$ cat src/rtl/ha_array_pkg.sv
// Shared widths, FSM states and row-weighting constants for the ha_array accumulator.
package ha_array_pkg;

  localparam int unsigned NUM_ROWS = 4;
  localparam int unsigned T_W      = 9;
  localparam int unsigned B_W      = 7;
  localparam int unsigned P_W      = 16;
  localparam int unsigned ROW_W    = 10;
  localparam int unsigned ACC_W    = 17;
  localparam int unsigned CNT_W    = $clog2(NUM_ROWS);

  // b bits sit two positions above t bits; consecutive rows are 4x apart.
  localparam int unsigned B_OFS     = 2;
  localparam int unsigned ROW_SHIFT = 2;

  typedef enum logic [1:0] {
    StIdle = 2'd0,
    StAcc  = 2'd1,
    StDone = 2'd2
  } state_e;

endpackage

$ cat src/rtl/ha_array_accumulator_row.sv
// Combinational value of one half-adder row pair: t + (b << 2).
module ha_row_value
  import ha_array_pkg::*;
(
  input  logic [T_W-1:0]   t_i,
  input  logic [B_W-1:0]   b_i,
  output logic [ROW_W-1:0] row_o
);

  assign row_o = ROW_W'(t_i) + (ROW_W'(b_i) << B_OFS);

endmodule

$ cat src/rtl/ha_array_accumulator.sv
// Sequential Horner reduction of four ha_array row pairs into a 16-bit product,
// one row per cycle from the most significant row down.
module ha_array_accumulator
  import ha_array_pkg::*;
(
  input  logic           clk,
  input  logic           rst,
  input  logic           in_valid,
  output logic           in_ready,
  input  logic [T_W-1:0] ha_array_0_t,
  input  logic [T_W-1:0] ha_array_1_t,
  input  logic [T_W-1:0] ha_array_2_t,
  input  logic [T_W-1:0] ha_array_3_t,
  input  logic [B_W-1:0] ha_array_0_b,
  input  logic [B_W-1:0] ha_array_1_b,
  input  logic [B_W-1:0] ha_array_2_b,
  input  logic [B_W-1:0] ha_array_3_b,
  output logic           out_valid,
  input  logic           out_ready,
  output logic [P_W-1:0] out_product,
  output logic           out_ovf
);

  state_e                         state_q, state_d;
  logic [ACC_W-1:0]               acc_q, acc_d;
  logic [CNT_W-1:0]               cnt_q, cnt_d;
  logic [NUM_ROWS-1:0][T_W-1:0]   t_q, t_d;
  logic [NUM_ROWS-1:0][B_W-1:0]   b_q, b_d;
  logic [NUM_ROWS-1:0][T_W-1:0]   t_in;
  logic [NUM_ROWS-1:0][B_W-1:0]   b_in;
  logic [ROW_W-1:0]               row_val;
  logic                           load;

  assign t_in = {ha_array_3_t, ha_array_2_t, ha_array_1_t, ha_array_0_t};
  assign b_in = {ha_array_3_b, ha_array_2_b, ha_array_1_b, ha_array_0_b};

  ha_row_value u_row_value (
    .t_i   (t_q[cnt_q]),
    .b_i   (b_q[cnt_q]),
    .row_o (row_val)
  );

  always_comb begin
    state_d   = state_q;
    acc_d     = acc_q;
    cnt_d     = cnt_q;
    t_d       = t_q;
    b_d       = b_q;
    in_ready  = 1'b0;
    out_valid = 1'b0;
    load      = 1'b0;

    case (state_q)
      StIdle: begin
        in_ready = 1'b1;
        load     = in_valid;
      end
      StAcc: begin
        acc_d = (acc_q << ROW_SHIFT) + ACC_W'(row_val);
        cnt_d = cnt_q - CNT_W'(1);
        if (cnt_q == '0) state_d = StDone;
      end
      StDone: begin
        out_valid = 1'b1;
        // Result and new row set may change hands on the same edge.
        in_ready  = out_ready;
        if (out_ready) begin
          if (in_valid) load = 1'b1;
          else          state_d = StIdle;
        end
      end
      default: state_d = StIdle;
    endcase

    if (load) begin
      t_d     = t_in;
      b_d     = b_in;
      acc_d   = '0;
      cnt_d   = CNT_W'(NUM_ROWS - 1);
      state_d = StAcc;
    end
  end

  always_ff @(posedge clk or posedge rst) begin
    if (rst) begin
      state_q <= StIdle;
      acc_q   <= '0;
      cnt_q   <= '0;
      t_q     <= '0;
      b_q     <= '0;
    end else begin
      state_q <= state_d;
      acc_q   <= acc_d;
      cnt_q   <= cnt_d;
      t_q     <= t_d;
      b_q     <= b_d;
    end
  end

  assign out_product = acc_q[P_W-1:0];
  assign out_ovf     = acc_q[P_W];

endmodule

$ cat config.mk
export PLATFORM = sky130hd
export DESIGN_NAME = ha_array_accumulator
export DESIGN_NICKNAME = d
export VERILOG_FILES = /design/src/rtl/ha_array_pkg.sv /design/src/rtl/ha_array_accumulator_row.sv /design/src/rtl/ha_array_accumulator.sv
export SDC_FILE = /design/constraint.sdc
export NUM_CORES = 1
export LEC_CHECK = 0
export BUFFER_PORTS_ARGS = -buffer_cell sky130_fd_sc_hd__buf_2
export CAP_MARGIN = 40
export CORE_ASPECT_RATIO = 1.5
export CORE_MARGIN = 1
export CORE_UTILIZATION = 55
export DETAILED_ROUTE_END_ITERATION = 10
export PLACE_DENSITY_LB_ADDON = 0.15
export SYNTH_ARGS = -nofsm -noshare
export SYNTH_HDL_FRONTEND = slang
export SYNTH_SLANG_ARGS = --single-unit
export TNS_END_PERCENT = 10
$ cat constraint.sdc
create_clock -name clk -period 4.2 [get_ports clk]
set_input_delay 0.63 -clock clk [delete_from_list [all_inputs] [get_ports clk]]
set_output_delay 0.63 -clock clk [all_outputs]
set_load 0.005 [all_outputs]
==> impl_metrics.yaml <==
run_status:
  status: "complete, no violations"
hold_path:
  hold_class: "input pin to asynchronous set/reset pin"
setup_path:
  crit_path_end_kind: "register"
  r2r_end: "acc_q[11]"
  worst_ep_arrival_time_ns: 3.69
  crit_start: "cnt_q[0]"
  r2r-start: "cnt_q[0]"
  crit_required_ns: 4.46
  setup.worst_path.end: "acc_q[11]"
  r2r_slack_ns: 0.76
  rr_worst_depth: 12
  worstSetupPathType: "register to register"
  path_max_fanout: 7
  cp-start-kind: "register"
timing:
  skew_ns: 0.00613
  hold_violations: 0
  finalCritPeriodShare_pct: 81.9
  setup_viol: 0
  rsz0062_at_grt: "no"
  finalSetupTns_ns: 0
  finalCriticalPeriod_ns: 3.44
  fmax_mhz: 291
  slew_violations: 0
  tightest_slew_ns: 0.747
  maxSlewHeadroom_pct: 50.2
global_routing:
  grt_overflow: 0
  grt_pass1_vias: 3408
  grt_pass1_wl_um: 15900
  antenna_found_initial: 0
  grtUsageTotal_pct: 25.5
  grt_max_degree: 75
placed_design:
  dp.final_hpwl_um: 6910
  gp_congestion: 0.841
  port_buffers: 86
route:
  first_pass_iters: 5
  drtIter0Drc: 165
  routed_wirelength_um: 9690
  avgViaCountPerCell: 5.36
  drc: 0
  postRouteAntennaNets: 0
  wl_per_cell_um: 15.1
  via_count: 3442
synthesis:
  synth_top_cell_area_share_pct: 49.0
  synth_top_cells_by_area: "dfrtp_1, nand2_1, mux4_2"
  netlist_instances: 453
  synthMuxAreaShare_pct: 8.30
  synth-simple-area-share_pct: 21.5
  synth_xor_area_share_pct: 0.403
  synth_seq_cells: 85
  synth_compound_area_share_pct: 9.94
  synth_top_family_by_area: "simple AND/OR/NAND/NOR gates"
  synthAdderAreaFrac_pct: 5.99
  syn_area_mm2: 0.00434
  yosysSeqAreaShare_pct: 49.0
  synth_cell_types: 44
  yosysWarningCount: 0
  syn-num-nets: 537
  synth_largest_area_cell: "dfrtp_1"
  synth_area_per_cell_um2: 9.59
clock_network:
  clkLatencyLatePin_ns: 0.34
  postCtsSetupBuffers: 0
  ctsResizeCount: 0
  cts_tree: "yes"
  numCtsBuffers: 9
  clock-sinks: 85
  clockBufferDepth: 2
  path_clk_slew_ns: 0.06
  cts_hold_buf: 0
  cts_root_buf: "clkbuf_16"
  h-tree-depth: 3
floorplanning:
  dieArea_mm2: 0.00826
  die_w_um: 74.6
  fp-row-count: 39
  die_h_um: 111
  initial_utilization_pct: 57.1
  core_mm2: 0.00761
  ioPinCount: 87
power:
  vdd_drop_max_mv: 0.491
  powerDensity_mw_per_mm2: 1000
  leakagePower_nw: 2.71
finish:
  area_growth_pct: 19.6
  final_nets: 619
  drive_gt1_share_pct: 26.7
  final_util_pct: 68.3
  antenna_cells: 0
run:
  drv_cap: 0
[metal layers]
layer	wire length (um)	GRT usage, %	up-vias	share of wire, %
met1	4110	32.9	1661	42
met3	398	4.82	15	4.1
met5	0	0	-	0
met2	4970	42.1	99	51
li1	-	-	1667	-
met4	217	8.93	0	2.2
[per-stage QoR]
stage / cell area (um^2) / power (mW) / instances / hold WS [ns] / setup WS (ns)
after global placement: 4820 / 4.25 / 623 / 0.454 / 0.833
after floorplan: 4340 / 3.69 / 453 / 0.440 / 1.21
after global routing: 5200 / 5.63 / 642 / 0.268 / 0.561
final: 5200 / 5.22 / 642 / 0.244 / 0.761
after detailed placement: 4890 / 4.41 / 626 / 0.461 / 0.770
after CTS: 5200 / 5.25 / 642 / 0.250 / 0.746
[area by class of cell]
type                    instances  area, um^2
well taps                     102         128
clock buffers                  10         239
multi-input cells             322        2010
fillers                       631        2420
repair buffers                 96         546
inverters                      21        80.1
flip-flops and latches         85        2130
clock inverters                 6        71.3
[worst min-delay path by stage]
stage | slack (ns) | end | depth (start not counted)
after floorplan | 0.44 | b_q[14] | 2
after global placement | 0.45 | b_q[17] | 2
after detailed placement | 0.46 | b_q[17] | 2
after CTS | 0.25 | t_q[17] | 2
after global routing | 0.27 | t_q[17] | 2
final | 0.24 | t_q[17] | 2
[cells in the final DEF, fill, tap and decap left out, types with 4 or more instances in the layout]
cell	netlist	layout
dfrtp_1	85	85
mux4_2	16	16
o2111ai_1	4	4
fa_1	8	8
o21ai_0	11	11
ha_1	8	8
buf_2	15	86
nand3_1	11	11
a21oi_1	8	8
buf_4	3	7
nand2_1	205	205
o21a_1	5	5
clkbuf_16	0	9
inv_1	20	19
nor3_1	5	5
[registers in the layout (all words and copies together), names as in the netlist]
name and flops:
cnt_q 2, acc_q 17, t_q 36, state_q 2, b_q 28
[power breakdown]
| group | leakage, nW | internal, mW | switching [mW] |
|---|---|---|---|
| Sequential | 1.06 | 1.23 | 0.286 |
| Clock | 0.145 | 0.481 | 0.329 |
| Combinational | 1.51 | 1.25 | 1.65 |
[critical path, stage by stage, from the launching register on]
cell,delay [ns]
dfrtp_1,0.54
buf_4,0.25
mux4_2,0.51
inv_1,0.08
fa_1,0.41
inv_1,0.07
ha_1,0.20
inv_1,0.07
fa_1,0.39
nor2b_2,0.22
o31ai_2,0.14
a2111o_1,0.39
o211ai_1,0.09
[cells by family (layout without fill, tap and decap cells)]
family / after synthesis / after routing
adders and majority gates: 16 / 16
xor gates and xnor gates: 2 / 2
buffers and inverters: 46 / 133
AOI/OAI and AO/OA: 55 / 55
and+or+nand+nor: 233 / 233
DFF: 85 / 85
muxes: 16 / 16
[synth_stat cells, drive strengths merged]
master	n
a2111o	3
o22ai	1
o31ai	4
nand3	11
o21ai	12
buf	19
fa	8
a21o	2
o32a	2
o211a	2
nor2	3
a21oi	8
o21a	5
o211ai	6
nor3	6
a32oi	1
inv	21
nand2	206
dfrtp	85
clkbuf	6
xor2	2
and3	1
mux4	16
a211oi	1
o31a	1
nor2b	2
a22o	1
or3	2
ha	8
o2111ai	4
o32ai	2
nand2b	1
and4	1
(Power assumes the default switching activity.)
